--- src/rtl/yellowball_pkg.sv ---
// Shared types and screen constants for the yellow-ball sprite pipeline.
package yellowball_pkg;

    typedef enum logic [1:0] {
        IDLE   = 2'd0,
        FLIGHT = 2'd1,
        LANDED = 2'd2
    } state_t;

    typedef enum logic [1:0] {
        DIR_UP    = 2'd0,
        DIR_DOWN  = 2'd1,
        DIR_LEFT  = 2'd2,
        DIR_RIGHT = 2'd3
    } dir_t;

    localparam int BALL_SIZE = 20;
    localparam int SCREEN_W  = 640;
    localparam int SCREEN_H  = 480;

    // Pin a signed candidate coordinate into [0, hi].
    function automatic logic [9:0] clamp_axis(input logic signed [11:0] v, input int hi);
        if (int'(v) < 0)
            return 10'd0;
        if (int'(v) > hi)
            return 10'(hi);
        return v[9:0];
    endfunction

endpackage

--- src/rtl/frame_tick.sv ---
// Rising-edge detector on active-low vsync; one vga_clk pulse per frame.
module frame_tick (
    input  logic vga_clk,
    input  logic Reset,
    input  logic vs,
    output logic tick
);

    logic vs_d_reg;

    // Preset high so a vs already high when Reset releases is not seen as an edge.
    always_ff @(posedge vga_clk) begin
        if (Reset)
            vs_d_reg <= 1'b1;
        else
            vs_d_reg <= vs;
    end

    assign tick = vs & ~vs_d_reg;

endmodule

--- src/rtl/yellowball_motion.sv ---
// Yellow-ball position/flight FSM plus per-pixel sprite box test and offsets.
// Build option: define YELLOWBALL_BLINK_EN to blink the ball while landed.
module yellowball_motion
    import yellowball_pkg::*;
#(
    parameter int SIZE          = BALL_SIZE,
    parameter int STEP          = 2,
    parameter int FLIGHT_FRAMES = 30,
    parameter int LAND_FRAMES   = 60,
    parameter int H_MAX         = SCREEN_W,
    parameter int V_MAX         = SCREEN_H
) (
    input  logic        vga_clk,
    input  logic        Reset,
    input  logic [9:0]  DrawX,
    input  logic [9:0]  DrawY,
    input  logic        vs,
    input  logic        throw,
    input  logic [9:0]  start_x,
    input  logic [9:0]  start_y,
    input  logic [1:0]  dir,
    output logic        busy,
    output logic        ball_on,
    output logic [19:0] DistX,
    output logic [19:0] DistY
);

    localparam int CNT_MAX = (LAND_FRAMES > FLIGHT_FRAMES) ? LAND_FRAMES : FLIGHT_FRAMES;
    localparam int CNT_W   = ($clog2(CNT_MAX) < 4) ? 4 : $clog2(CNT_MAX);

    logic             tick;
    state_t           state_reg, state_next;
    dir_t             dir_reg, dir_next;
    logic [9:0]       ball_x_reg, ball_x_next;
    logic [9:0]       ball_y_reg, ball_y_next;
    logic [CNT_W-1:0] cnt_reg, cnt_next;
    logic             busy_reg;
    logic             ball_on_reg;
    logic [19:0]      dist_x_reg, dist_y_reg;

    frame_tick u_frame_tick (
        .vga_clk (vga_clk),
        .Reset   (Reset),
        .vs      (vs),
        .tick    (tick)
    );

    // One bit of headroom beyond 11 so off-screen launch points still clamp, not wrap.
    logic signed [11:0] move_x, move_y;
    logic [9:0]         clamp_x, clamp_y;
    logic               hit_wall;

    always_comb begin
        move_x = $signed({2'b00, ball_x_reg});
        move_y = $signed({2'b00, ball_y_reg});
        case (dir_reg)
            DIR_UP:    move_y = move_y - 12'(STEP);
            DIR_DOWN:  move_y = move_y + 12'(STEP);
            DIR_LEFT:  move_x = move_x - 12'(STEP);
            DIR_RIGHT: move_x = move_x + 12'(STEP);
            default:   ;
        endcase
        clamp_x  = clamp_axis(move_x, H_MAX - SIZE);
        clamp_y  = clamp_axis(move_y, V_MAX - SIZE);
        hit_wall = (move_x != $signed({2'b00, clamp_x})) ||
                   (move_y != $signed({2'b00, clamp_y}));
    end

    always_comb begin
        state_next  = state_reg;
        dir_next    = dir_reg;
        ball_x_next = ball_x_reg;
        ball_y_next = ball_y_reg;
        cnt_next    = cnt_reg;
        case (state_reg)
            IDLE: begin
                // A coincident tick is ignored here, so the first move is one frame later.
                if (throw) begin
                    ball_x_next = start_x;
                    ball_y_next = start_y;
                    dir_next    = dir_t'(dir);
                    cnt_next    = '0;
                    state_next  = FLIGHT;
                end
            end
            FLIGHT: begin
                if (tick) begin
                    ball_x_next = clamp_x;
                    ball_y_next = clamp_y;
                    if (hit_wall || cnt_reg == CNT_W'(FLIGHT_FRAMES - 1)) begin
                        cnt_next   = '0;
                        state_next = LANDED;
                    end else begin
                        cnt_next = cnt_reg + 1'b1;
                    end
                end
            end
            LANDED: begin
                if (tick) begin
                    if (cnt_reg == CNT_W'(LAND_FRAMES - 1)) begin
                        cnt_next   = '0;
                        state_next = IDLE;
                    end else begin
                        cnt_next = cnt_reg + 1'b1;
                    end
                end
            end
            default: state_next = IDLE;
        endcase
    end

    logic        visible;
    logic        in_box;
    logic        on_next;
    logic [10:0] x_end, y_end;

    assign x_end = {1'b0, ball_x_reg} + 11'(SIZE);
    assign y_end = {1'b0, ball_y_reg} + 11'(SIZE);

    always_comb begin
        visible = (state_reg != IDLE);
`ifdef YELLOWBALL_BLINK_EN
        if (state_reg == LANDED && cnt_reg[3])
            visible = 1'b0;
`endif
        in_box  = (DrawX >= ball_x_reg) && ({1'b0, DrawX} < x_end) &&
                  (DrawY >= ball_y_reg) && ({1'b0, DrawY} < y_end);
        on_next = visible && in_box;
    end

    always_ff @(posedge vga_clk) begin
        if (Reset) begin
            state_reg   <= IDLE;
            dir_reg     <= DIR_UP;
            ball_x_reg  <= '0;
            ball_y_reg  <= '0;
            cnt_reg     <= '0;
            busy_reg    <= 1'b0;
            ball_on_reg <= 1'b0;
            dist_x_reg  <= '0;
            dist_y_reg  <= '0;
        end else begin
            state_reg   <= state_next;
            dir_reg     <= dir_next;
            ball_x_reg  <= ball_x_next;
            ball_y_reg  <= ball_y_next;
            cnt_reg     <= cnt_next;
            busy_reg    <= (state_next != IDLE);
            ball_on_reg <= on_next;
            dist_x_reg  <= on_next ? {10'd0, DrawX - ball_x_reg} : 20'd0;
            dist_y_reg  <= on_next ? {10'd0, DrawY - ball_y_reg} : 20'd0;
        end
    end

    assign busy    = busy_reg;
    assign ball_on = ball_on_reg;
    assign DistX   = dist_x_reg;
    assign DistY   = dist_y_reg;

endmodule

--- config.mk ---
export PLATFORM = sky130hd
export DESIGN_NAME = yellowball_motion
export DESIGN_NICKNAME = d
export VERILOG_FILES = /design/src/rtl/yellowball_pkg.sv /design/src/rtl/frame_tick.sv /design/src/rtl/yellowball_motion.sv
export SDC_FILE = /design/constraint.sdc
export NUM_CORES = 1
export LEC_CHECK = 0
export CORE_MARGIN = 5
export CORE_UTILIZATION = 55
export CTS_BUF_LIST = sky130_fd_sc_hd__clkbuf_4 sky130_fd_sc_hd__clkbuf_8 sky130_fd_sc_hd__clkbuf_16
export CTS_CLUSTER_SIZE = 25
export DETAILED_ROUTE_END_ITERATION = 8
export DONT_BUFFER_PORTS = 1
export PLACE_DENSITY = 0.7
export SLEW_MARGIN = 20
export SYNTH_ARGS = -nofsm -noshare
export SYNTH_HDL_FRONTEND = slang
export SYNTH_SLANG_ARGS = --single-unit
--- constraint.sdc ---
create_clock -name vga_clk -period 6.4 [get_ports vga_clk]
set_input_delay 0 -clock vga_clk [delete_from_list [all_inputs] [get_ports vga_clk]]
set_output_delay 0 -clock vga_clk [all_outputs]
set_load 0.005 [all_outputs]
* Yosys cells after proc, flatten, opt, wreduce, memory -nomap -nowiden
Index checks and enable logic that the tools add are counted.
** Operators by class
- Add/sub/neg operators :: 9
- $lt $le $gt $ge :: 8
- Eq/ne operators :: 12
- Muxes and demuxes :: 34
- Bitwise logic cells :: 3
- Reduce and logical (&&, ||, !) cells :: 16
** Operators with widths (count)
- 2-to-1 mux 10 bit :: 12
- case mux 12 bit (2 select lines) :: 2
- case mux 10 bit (2 select lines) :: 2
- 2-to-1 mux 6 bit :: 5
- less-than comparator 12 x 1 -> 1 bit (second input constant) :: 2
- != test 12 x 11 -> 1 bit :: 2
- adder 10 x 2 -> 11 bit (second input constant) :: 2
- adder 10 x 5 -> 11 bit (second input constant) :: 2
- less-than comparator 10 x 11 -> 1 bit :: 2
- subtractor 10 x 2 -> 11 bit (second input constant) :: 2
- greater-or-equal comparator 10 bit :: 2
- subtractor 10 bit :: 2
- case mux 6 bit (3 select lines) :: 1
- greater-than comparator 12 x 10 -> 1 bit (second input constant) :: 1
- greater-than comparator 12 x 11 -> 1 bit (second input constant) :: 1
- 2-to-1 mux 2 bit :: 5
- adder 6 x 1 -> 6 bit (second input constant) :: 1
- equality test 2 bit (second input constant) :: 3
- equality test 6 x 5 -> 1 bit (second input constant) :: 1
- equality test 6 bit (second input constant) :: 1
- 2-to-1 mux 1 bit :: 6
- != test 2 bit (second input constant) :: 3
- case mux 2 bit (3 select lines) :: 1
- nonzero test 2 bit :: 3
- 11 further kinds :: 18
** Word-level totals
- Register bits after elaboration :: 73
- Bits of input ports :: 46
- Output and inout port bits :: 42
- Logic and storage cells :: 94

* Depth between registers and ports, before layout
Gate-level depths: netlist of run 1.
- Word-level depth :: 14
- Depth in mapped cells :: 12
- Depth with buffers taken out :: 11

* Modules after synthesis
A second synthesis of run 1 with hierarchy kept.
** Unflattened totals
- Cells, all modules :: 596
- Area, all modules :: 4668.2 µm²
** By module, submodules not included
- yellowball_motion :: instances 1, cells an instance 593, area each 4635.7 µm², sequential area each 1041.0 µm²
- frame_tick :: instances 1, cells an instance 3, area each 32.5 µm², sequential area each 20.0 µm²

* Worst setup path before layout of run 1
No wires, ideal clock.
- Path type :: reg2reg
- From :: reg ball_x_reg[3]
- To :: reg cnt_reg[3]
- Library setup time :: 0.093 ns
- Arrival :: 2.991 ns
- Required time :: 6.307 ns
- Slack :: 3.316 ns
- Cell stages (with the launch flop) :: 12
- Cell sequence :: dfxtp_1 -> clkbuf_1 -> inv_1 -> ha_1 -> a21boi_0 -> nand2_1 -> o41ai_2 -> xnor2_1 -> a31oi_2 -> o31ai_4 -> or3b_4 -> o311ai_2
** Between the ends
- Longest elaborated chain between the ends :: 13
- Elaborated cells between the ends (all ways) :: 17
** RTL lines
- from (decl) :: RTL line yellowball_motion.sv:34 : logic [9:0] ball_x_reg, ball_x_next;
- from (signal assigned) :: RTL line yellowball_motion.sv:145 : ball_x_reg <= ball_x_next;
- adder 10 x 2 -> 11 bit or subtractor 10 x 2 -> 11 bit (tied branches) :: RTL line yellowball_motion.sv:60, yellowball_motion.sv:59
- case mux 12 bit (2 select lines) (*) :: RTL line yellowball_motion.sv:56 : case (dir_reg)
- greater-than comparator 12 x 11 -> 1 bit :: RTL line yellowball_pkg.sv:25 : if (int'(v) > hi)
- 2-to-1 mux 1 bit (2 in a row) :: RTL line yellowball_pkg.sv:25
- 2-to-1 mux 10 bit :: RTL line yellowball_pkg.sv:27 : return v[9:0];
- 2-to-1 mux 10 bit :: RTL line yellowball_pkg.sv:25
- != test 12 x 11 -> 1 bit (*) :: RTL line yellowball_motion.sv:65 : hit_wall = (move_x != $signed({2'b00, clamp_x})) ||
- logical OR 1 bit (*) :: RTL line yellowball_motion.sv:65
- logical OR 1 bit (*) :: RTL line yellowball_motion.sv:90 : if (hit_wall || cnt_reg == CNT_W'(FLIGHT_FRAMES - 1)) begin
- 2-to-1 mux 6 bit (*) :: RTL line yellowball_motion.sv:90
- 2-to-1 mux 6 bit (*) :: RTL line yellowball_motion.sv:87 : if (tick) begin
- case mux 6 bit (3 select lines) (*) :: RTL line yellowball_motion.sv:75 : case (state_reg)
- to (signal assigned) :: RTL line yellowball_motion.sv:147 : cnt_reg <= cnt_next;
- to (decl) :: RTL line yellowball_motion.sv:36 : logic [CNT_W-1:0] cnt_reg, cnt_next;
Every way passes the cells marked *; elsewhere a longest branch is shown, timed or not. The select of a mux whose other input is x is not followed.
A chain may end at the register's enable or synchronous reset.

* Worst setup path in the final report of run 1
- From :: reg ball_x_reg[3]
- To :: reg cnt_reg[5]
Same word-level chain as after synthesis.

==> run_results.csv, run 1 <==
group,metric,value,unit
synth,ys_ff_latch,53,
critical_path,rrSetupSlack,2.77,ns
critical_path,crit_path_max_incr_delay,0.53,ns
route,num_vias,4266,
global_route,grt.met3_usage,4.87,%
critical_path,crit_chain,"inv_1, ha_1, a21boi_0, nand2_1, o41ai_2, xnor2_1, a31oi_2, o31ai_4, or3b_4, o311ai_2",
timing,worst_pin_slew,1.04,ns
critical_path,cpMaxStageDelayCell,"dfxtp_1",
placement,dpl.hpwl,9110,um
global_route,grtUsageMet2,35.9,%
route,final_antenna_net_count,0,
floorplanning,dieWidth,103,um
global_route,grt.met1_usage,30.1,%
floorplanning,fp.coreArea,8550,um2
critical_path,startpoint,"ball_x_reg[3]",
layout,final_common_cell,"dfxtp_1",
clock_network,clock_latency,0.31,ns
critical_path,critPathLaunchType,"register",
timing,period_needed,3.63,ns
flow_run,drv_cap,0,
clock_network,clock-sinks,53,
floorplanning,dieArea,10600,um2
route,drt_iter0_markers,271,
clock_network,clk_pin_slew,0.10,ns
timing,skew,0.0127,ns
synth,synth_adder_area_share,14.5,%
route,routed_wl,11800,um
hold_path,hp-class,"in2reg",
critical_path,cpLargestDelayFamily,"compound AO/OA/AOI/OAI gates",
global_route,track_usage,22.3,%
layout,areaGrowthSynthToFinish,5.51,%
critical_path,path_class,"reg2reg",
floorplanning,pin_count,88,
timing,maxSlewHeadroom,30.4,%
synth,synth.distinct_cells,72,
route,dr.pass1.iters,5,
synth,yosys.area_share.simple,23.8,%
synth,yosys_warnings,0,
timing,hold_slack,0.0166,ns
layout,n_antenna_cell,0,
clock_network,ctsHoldBuffers,21,
synth,synth.avg_cell_area,7.96,um2
global_route,antenna_found_initial,0,
global_route,grt_pass1_vias,3964,
clock_network,numCtsBuffers,5,
placement,portBuffers,0,
layout,layout-drive-gt1-share,5.01,%
synth,synth_compound_gate_area_share,23.6,%
global_route,grt_pass1_wl,19200,um
layout,final_nets,698,
floorplanning,rows,34,
synth,ys_seq_area_share,22.3,%
critical_path,arrival,3.86,ns
global_route,grt-ovfl-total,0,
timing,final-max-slew-violation-count,0,
synth,syn_area,4750,um2
power_and_ir_drop,p_per_area,240,nW/um2
global_route,grt_max_degree,33,
timing,hold_viol,0,
timing,min_period_over_period,56.7,%
power_and_ir_drop,irDropWorstVdd,0.133,mV
power_and_ir_drop,p_leak,1.95,nW
floorplanning,dieHeight,103,um
synth,synth-main-ff-cell,"dfxtp_1",
layout,final.fill_count,808,
clock_network,post-cts-setup-buffers,0,
layout,final_cell_mix,"53 x dfxtp_1, 52 x ha_1, 39 x a21oi_1",
critical_path,required,6.63,ns
timing,rsz0062_at_grt,"no",
synth,synth_xor_xnor_area_share,5.16,%
timing,finalSetupTns,0,ns
critical_path,r2r-start,"ball_x_reg[3]",
clock_network,cts_tree,"done",
timing,setup_viol,0,
placement,place_congestion,0.900,
layout,final_util,58.6,%
critical_path,cp-end-kind,"register",
clock_network,clk_path_buf_depth,2,
synth,synth_edf_count,0,
clock_network,cts_htree_levels,2,
synth,synthMuxAreaShare,1.50,%
synth,synth-async-reset-ratio,0,%
critical_path,cp_num_buf_inv,1,
global_route,grt.busiest_layer,"met2",
clock_network,cts_resized,0,
route,drc,0,
timing,fmax,275,MHz
power_and_ir_drop,power,1.20,mW
synth,syn-instance-count,597,
synth,synth_top_family_by_area,"simple AND/OR/NAND/NOR gates",
route,viasPerCell,6.03,
route,avgRoutedWirePerCell,16.7,um
status,status,"finished, final reports clean",
floorplanning,start_util,55.5,%
critical_path,cp_max_fo,13,
hold_path,hold_start,"DrawY[1]",
clock_network,clock-root-buffer,"clkbuf_8",
kinds of logic (layout without fill, tap and decap cells):
| group | Yosys count | after routing |
|---|---|---|
| xor gates and xnor gates | 28 | 28 |
| AOI/OAI and AO/OA | 159 | 159 |
| DFF | 53 | 53 |
| muxes | 7 | 7 |
| and+or+nand+nor | 209 | 209 |
| buffers and inverters | 86 | 69 |
| other | 1 | 20 |
| adders and majority gates | 54 | 54 |
worst paths after layout:
path                 to  cells past startpoint
max          cnt_reg[5]                     10
min            DistY[1]                      3
max reg2reg  cnt_reg[5]                     10
min reg2reg  cnt_reg[0]                      2
layout make-up:
class / instances / area (um2) / share of cell area (%)
clock inverter: 1 / 5.00 / 0.0999
clock buffer: 7 / 96.3 / 1.92
inverter: 39 / 146 / 2.92
multi-input combinational: 477 / 3340 / 66.6
timing repair buffer: 22 / 228 / 4.54
sequential: 53 / 1060 / 21.2
tap: 108 / 135 / 2.70
layer usage:
layer | part of all wire, % | routed length, um | vias up
met1 | 45 | 5330 | 1960
li1 | - | - | 2130
met3 | 7.6 | 896 | 15
met5 | 0 | 0 | -
met2 | 46 | 5410 | 161
met4 | 1.5 | 172 | 0
where the power goes:
group	internal, mW	leakage (nW)	switching (mW)
sequential	0.354	0.432	0.0520
combinational	0.243	1.46	0.340
clock	0.0981	0.0542	0.113
total	0.696	1.95	0.505
per-stage QoR:
stage          std cells  setup slack, ns  area [um2]
2_1_floorplan        616             3.32        4820
3_3_place_gp         678             2.96        4690
3_5_place_dp         678             2.81        4690
4_1_cts              707             2.80        5010
5_1_grt              707             2.45        5010
6_report             707             2.77        5010
cells in the mapped netlist (3+ instances only):
library cell	n	share of area [%]
nand2_1	37	2.9
nand4_1	6	0.79
nand3_1	17	1.8
a22oi_1	7	1.1
a21oi_1	39	4.1
nor3_1	35	3.7
nor4b_1	4	0.74
buf_4	23	3.6
and2_1	6	0.79
xnor2_1	23	4.2
or3_1	4	0.53
a211oi_1	9	1.4
nor2b_1	17	2.2
ha_1	52	14
nor2_1	37	2.9
a21boi_0	6	0.95
dfxtp_1	53	22
a2111oi_0	3	0.55
o31ai_1	6	0.95
a31oi_1	3	0.40
nand2b_1	6	0.79
or2_2	4	0.53
o22ai_1	4	0.53
nor4_1	11	1.4
inv_1	37	2.9
and3_1	8	1.1
clkbuf_1	16	1.3
xor2_1	5	0.92
mux2i_1	6	1.3
a21o_1	4	0.63
o21a_1	13	2.1
o211ai_1	6	0.95
buf_2	6	0.63
o21ai_0	27	2.8
a221oi_1	7	1.3
tightest hold or removal path: stages:
cell	delay, ns
inv_1	0.06
fa_1	0.17
nor3_1	0.05
(Power assumes the default switching activity.)
==> inputs of run 2 (changes only) <==
Settings changed: ABC_AREA set to 1, PLACE_DENSITY 0.7 to 0.73.
Clock period 6.4 ns to 2.95 ns, I/O delays scaled along.
==> run 2 against run 1 <==
Against the previous run:
- first-iteration DRC count rose by 13%
- via count rose by 6.5%
- count of clock-buffer cells in the layout fell by 2
- power is 140% higher
- sequential share of layout area shrank 0.48 points
- setup slack worse by 2.5 ns
- sequential power is 120% higher
- largest cell class unchanged
- final cell count grew 19%
- register-to-register slack lost 2.5 ns
- critical endpoint is now ball_x_reg[0]
- clock skew grew 0.0024 ns
- worst hold slack gained 0.030 ns
==> run_results.csv, run 2 <==
group,metric,value,unit
status,status,"finished, final reports clean",
layout,seq_area,1070,um2
synth,synth.distinct_cells,46,
timing,hold_viol,0,
timing,period_needed,2.73,ns
global_route,grt_pass1_wl,19000,um
flow_run,drv_cap,0,
layout,final.fill_count,761,
synth,synth_adder_area_share,14.7,%
synth,syn-instance-count,708,
synth,yosys.area.top_type,"dfxtp_1",
critical_path,required,3.16,ns
critical_path,cp_max_fo,6,
clock_network,clock-sinks,53,
synth,synth_top_family_by_area,"simple AND/OR/NAND/NOR gates",
clock_network,clk_pin_slew,0.10,ns
route,num_vias,4542,
synth,synth_edf_count,0,
critical_path,crit_chain,"inv_1, ha_1, nand2_1, nand2_1, nor2_4, nand3_1, nand3_1, nand2_1, nand2_1, inv_1, nand2_1, nand2_1, nand2_2, nor2_2, o21ai_0, a21oi_1, dlygate4sd3_1",
placement,placed_cells,805,
critical_path,arrival,2.93,ns
synth,yosys.area_share.simple,30.1,%
timing,fmax,367,MHz
hold_path,hp-class,"in2reg",
floorplanning,rows,33,
timing,maxSlewHeadroom,57.3,%
critical_path,path_common_cell,"nand2_1",
route,avgRoutedWirePerCell,13.3,um
floorplanning,fp.coreArea,8300,um2
critical_path,critPathLaunchType,"register",
critical_path,cpLargestDelayFamily,"simple AND/OR/NAND/NOR gates",
clock_network,post-cts-setup-buffers,0,
timing,skew,0.0150,ns
clock_network,numCtsBuffers,5,
layout,fin_cells,841,
synth,ys_seq_area_share,22.5,%
placement,dpl.hpwl,9010,um
floorplanning,dieArea,10500,um2
layout,multi_input_area,3140,um2
clock_network,cts_htree_levels,2,
critical_path,crit_path_max_incr_delay,0.58,ns
synth,yosys_warnings,0,
timing,finalSetupTns,0,ns
synth,synth-main-ff-cell,"dfxtp_1",
global_route,grt.met1_usage,29.3,%
global_route,grt.met3_usage,4.19,%
layout,final_nets,836,
layout,layout-drive-gt1-share,8.02,%
synth,synth_common_cells,"163 x nand2_1, 84 x inv_1, 63 x a21oi_1, 61 x nor2_1, 53 x dfxtp_1",
synth,syn_area,4710,um2
power_and_ir_drop,p_per_area,549,nW/um2
global_route,antenna_found_initial,0,
floorplanning,start_util,56.8,%
global_route,grtUsageMet2,36.9,%
placement,placed_area,4730,um2
global_route,track_usage,21.9,%
layout,final_cell_mix,"163 x nand2_1, 84 x inv_1, 61 x nor2_1, 61 x a21oi_1, 52 x ha_1",
power_and_ir_drop,power,2.83,mW
route,routed_wl,11200,um
layout,areaGrowthSynthToFinish,9.38,%
timing,hold_slack,0.0464,ns
placement,portBuffers,0,
synth,synth.top_cells.by_area,"dfxtp_1 23%, ha_1 14%, nand2_1 13%",
global_route,grt_max_degree,22,
timing,setup_viol,0,
route,final_antenna_net_count,0,
synth,synth-async-reset-ratio,0,%
clock_network,clock-root-buffer,"clkbuf_8",
critical_path,cpMaxStageDelayCell,"dlygate4sd3_1",
timing,final-max-slew-violation-count,0,
synth,synth_compound_gate_area_share,14.8,%
placement,place_congestion,0.971,
route,drc,0,
critical_path,path_class,"reg2reg",
floorplanning,pin_count,88,
synth,synth_top_cell_area_share,22.5,%
power_and_ir_drop,irDropWorstVdd,0.319,mV
timing,rsz0062_at_grt,"yes",
route,dr.pass1.iters,6,
clock_network,clk_path_buf_depth,2,
clock_network,clock_latency,0.31,ns
synth,synth_xor_xnor_area_share,5.21,%
route,drt_iter0_markers,307,
global_route,grt-ovfl-total,0,
synth,synth.most_common_cell,"nand2_1",
critical_path,cp-end-kind,"register",
timing,worst_pin_slew,0.637,ns
layout,n_antenna_cell,0,
synth,synthMuxAreaShare,0,%
layout,final_common_cell,"nand2_1",
floorplanning,dieWidth,103,um
timing,min_period_over_period,92.4,%
clock_network,cts_tree,"done",
global_route,grt.busiest_layer,"met2",
power_and_ir_drop,p_leak,2.56,nW
layout,postLayoutCellArea,5150,um2
floorplanning,dieHeight,103,um
synth,synth.avg_cell_area,6.65,um2
global_route,grt_pass1_vias,4254,
route,viasPerCell,5.40,
critical_path,cp_num_buf_inv,3,
synth,ys_ff_latch,53,
[run 2: layout make-up]
cell class	instances	area share (%)
tap	105	2.55
clock buffer	5	1.34
multi-input combinational	545	61.0
inverter	96	7.14
sequential	53	20.7
clock inverter	2	0.753
timing repair buffer	35	6.51
[run 2: worst reg2reg max path, delay by kind of cell, from the launching register on]
family	cells	cell delay [ns]
fa+ha+maj	1	0.23
flops	1	0.41
buf+inv	3	0.76
compound gates	2	0.22
simple gates	11	1.01
[run 2: final timing paths]
check	cells after the start	from	end	slack, ns
setup / recovery	17	ball_x_reg[2]	ball_x_reg[0]	0.22
hold / removal	4	DrawX[8]	DistX[9]	0.05
setup reg to reg	17	ball_x_reg[2]	ball_x_reg[0]	0.22
hold reg to reg	2	cnt_reg[1]	cnt_reg[1]	0.52
[run 2: layer usage]
| metal | routed length [um] | share of wire (%) | vias up |
|---|---|---|---|
| li1 | - | - | 2329 |
| met1 | 5110 | 46 | 2071 |
| met2 | 5180 | 46 | 131 |
| met3 | 821 | 7.3 | 11 |
| met4 | 110 | 0.98 | 0 |
| met5 | 0 | 0 | - |
[run 2: logic make-up after synthesis]
kind of cell / count (synthesis)
DFF: 53
buffers and inverters: 129
other: 1
AOI/OAI and AO/OA: 127
xor gates and xnor gates: 28
and+or+nand+nor: 316
adders and majority gates: 54
[run 2: what timing repair did]
action                     CTS  global route
hold buffers                29             0
setup endpoints to repair    0            22
hold endpoints to repair    35             0
gates resized for setup      0             8
[run 2: metrics by stage]
step           utilization, %  worst slack, ns
6_report                 62.1            0.225
5_1_grt                  62.1          -0.0199
4_1_cts                  61.8           0.0290
3_5_place_dp             57.0            0.210
3_3_place_gp             57.0            0.278
2_1_floorplan               -            0.710
[run 2: where the power goes]
part / total [mW] / internal [mW] / switching, mW
sequential: 0.897 / 0.782 / 0.115
clock: 0.488 / 0.251 / 0.236
combinational: 1.45 / 0.542 / 0.904
==> inputs of run 3 (changes only) <==
Settings changed: ABC_AREA 1 to unset, CORE_MARGIN 5 to 4.
==> run 3 against run 2 <==
Against the previous run:
- largest cell class unchanged
- final cell count fell by 12%
- core utilization grew 2.8 points
- routed wire length is 10% higher
- clock skew decreased by 0.0039 ns
- setup slack worse by 0.14 ns
- worst hold slack lost 0.022 ns
- count of clock-buffer cells in the layout stayed put
- critical endpoint is now cnt_reg[5]
- critical path type unchanged
- cell area increased by 4.5%
- via count down 2.2%
- highest routed layer unchanged
- first-iteration DRC count down 12%
- clock power down 15%
- combinational power barely moved
==> run_results.csv, run 3 (synthesis gave the netlist of run 1 again) <==
group,metric,value,unit
route,viasPerCell,5.99,
timing,final-max-slew-violation-count,0,
timing,fmax,349,MHz
clock_network,post-cts-setup-buffers,0,
critical_path,critPathLaunchType,"register",
placement,dpl.hpwl,9390,um
layout,n_antenna_cell,0,
clock_network,cts_htree_levels,2,
global_route,grt_pass1_vias,4264,
timing,maxSlewHeadroom,60.6,%
hold_path,holdPathEnd,"cnt_reg[4]",
flow_run,drv_cap,0,
timing,worst_pin_slew,0.589,ns
route,dr.pass1.iters,5,
timing,setup_viol,0,
clock_network,clk_pin_slew,0.10,ns
clock_network,cts_tree,"done",
critical_path,rr_worst_depth,9,
route,drc,0,
critical_path,required,3.17,ns
timing,min_period_over_period,97.2,%
timing,finalSetupTns,0,ns
power_and_ir_drop,p_leak,2.14,nW
timing,skew,0.0112,ns
layout,final_cell_mix,"52 x ha_1, 50 x dfxtp_1, 38 x a21oi_1",
route,routed_wl,12400,um
hold_path,worst_hold_path.num_cells,3,
clock_network,clock-root-buffer,"clkbuf_8",
layout,final_common_cell,"ha_1",
critical_path,rr_endpoint,"cnt_reg[5]",
floorplanning,dieArea,10200,um2
floorplanning,dieHeight,101,um
timing,hold_viol,0,
critical_path,r2r-start,"dir_reg[0]",
floorplanning,rows,33,
critical_path,crit_chain,"buf_12, nor4b_4, a22oi_1, o21a_1, o22ai_1, o2111ai_2, o31ai_4, or3b_4, o311ai_2",
layout,final_nets,735,
clock_network,clock_latency,0.31,ns
clock_network,clk_path_buf_depth,2,
route,drt_iter0_markers,271,
global_route,antenna_found_initial,0,
floorplanning,dieWidth,101,um
global_route,track_usage,24.4,%
hold_path,hold_start,"Reset",
critical_path,rrSetupSlack,0.08,ns
global_route,grt-ovfl-total,0,
route,avgRoutedWirePerCell,16.7,um
power_and_ir_drop,irDropWorstVdd,0.359,mV
layout,areaGrowthSynthToFinish,13.3,%
floorplanning,fp.coreArea,8300,um2
route,num_vias,4441,
floorplanning,pin_count,88,
critical_path,arrival,3.09,ns
status,status,"finished, final reports clean",
power_and_ir_drop,p_per_area,510,nW/um2
global_route,grt_max_degree,33,
global_route,grt_pass1_wl,20400,um
power_and_ir_drop,power,2.74,mW
floorplanning,start_util,57.2,%
hold_path,hp-class,"in2reg",
clock_network,clock-sinks,53,
critical_path,cp_max_fo,9,
critical_path,crit_path_max_incr_delay,0.45,ns
route,final_antenna_net_count,0,
timing,rsz0062_at_grt,"yes",
layout,layout-drive-gt1-share,11.0,%
clock_network,numCtsBuffers,5,
timing,period_needed,2.87,ns
critical_path,cpMaxStageDelayCell,"or3b_4",
critical_path,cp-end-kind,"register",
placement,place_congestion,0.911,
critical_path,path_class,"reg2reg",
placement,portBuffers,0,
-- run 3: changes by cell type in the layout (fill, tap and decap cells not counted), moves of 17 or more --
cell,before,now
a21oi_1,61,38
buf_4,6,28
inv_1,84,37
nand2_1,163,37
nand3_1,48,17
nor2_1,61,37
nor2b_1,0,17
nor3_1,3,35
xnor2_1,3,22
xor2_1,25,5
-- run 3: routing by layer --
metal | vias up | wire length (um) | track usage (%)
met5 | - | 0 | 0
met4 | 0 | 305 | 8.49
met2 | 156 | 5550 | 38.4
met3 | 25 | 900 | 4.50
li1 | 2217 | - | -
met1 | 2043 | 5620 | 33.3
-- run 3: per-stage QoR --
step           hold slack [ns]  util [%]  std cells  setup slack [ns]  area [um2]
2_1_floorplan            0.103         -        616            0.0757        4820
3_3_place_gp            0.0737      59.4        704             0.111        4930
3_5_place_dp            0.0772      59.4        704            0.0141        4930
4_1_cts                 0.0130      64.0        741            0.0105        5320
5_1_grt                 0.0250      64.9        741           -0.0166        5380
6_report                0.0246      64.9        741            0.0825        5380
-- run 3: repair_timing --
action,in CTS,in global routing
hold endpoints to repair,35,0
resized for setup,0,15
endpoints found under the setup margin,0,10
hold buffers,29,0
-- run 3: layout make-up --
class / instances / area, um2
Inverter: 39 / 146
Tap cell: 105 / 131
Multi-Input combinational cell: 477 / 3400
Clock buffer: 5 / 68.8
Fill cell: 749 / 2920
Sequential cell: 53 / 1060
Clock inverter: 3 / 17.5
Timing Repair Buffer: 59 / 551
-- run 3: where the power goes --
| group | total, mW | internal [mW] | switching, mW |
|---|---|---|---|
| registers | 0.856 | 0.770 | 0.0861 |
| clock network | 0.416 | 0.165 | 0.251 |
| logic | 1.47 | 0.649 | 0.822 |
| total | 2.74 | 1.58 | 1.16 |
-- run 3: worst max-delay path, delay by kind of cell, from the launching register on --
family          cells  cell delay [ns]
flops               1             0.44
compound gates      6             1.36
buf+inv             1             0.20
simple gates        2             0.77
-- run 3: worst max path at each step --
stage	from	end	slack (ns)	depth (start not counted)
6_report	dir_reg[0]	cnt_reg[5]	0.08	9
5_1_grt	ball_y_reg[2]	cnt_reg[3]	-0.02	10
4_1_cts	ball_x_reg[2]	cnt_reg[3]	0.01	10
3_5_place_dp	ball_x_reg[2]	cnt_reg[3]	0.01	10
3_3_place_gp	ball_x_reg[2]	cnt_reg[3]	0.11	10
2_1_floorplan	ball_x_reg[3]	cnt_reg[3]	0.08	11
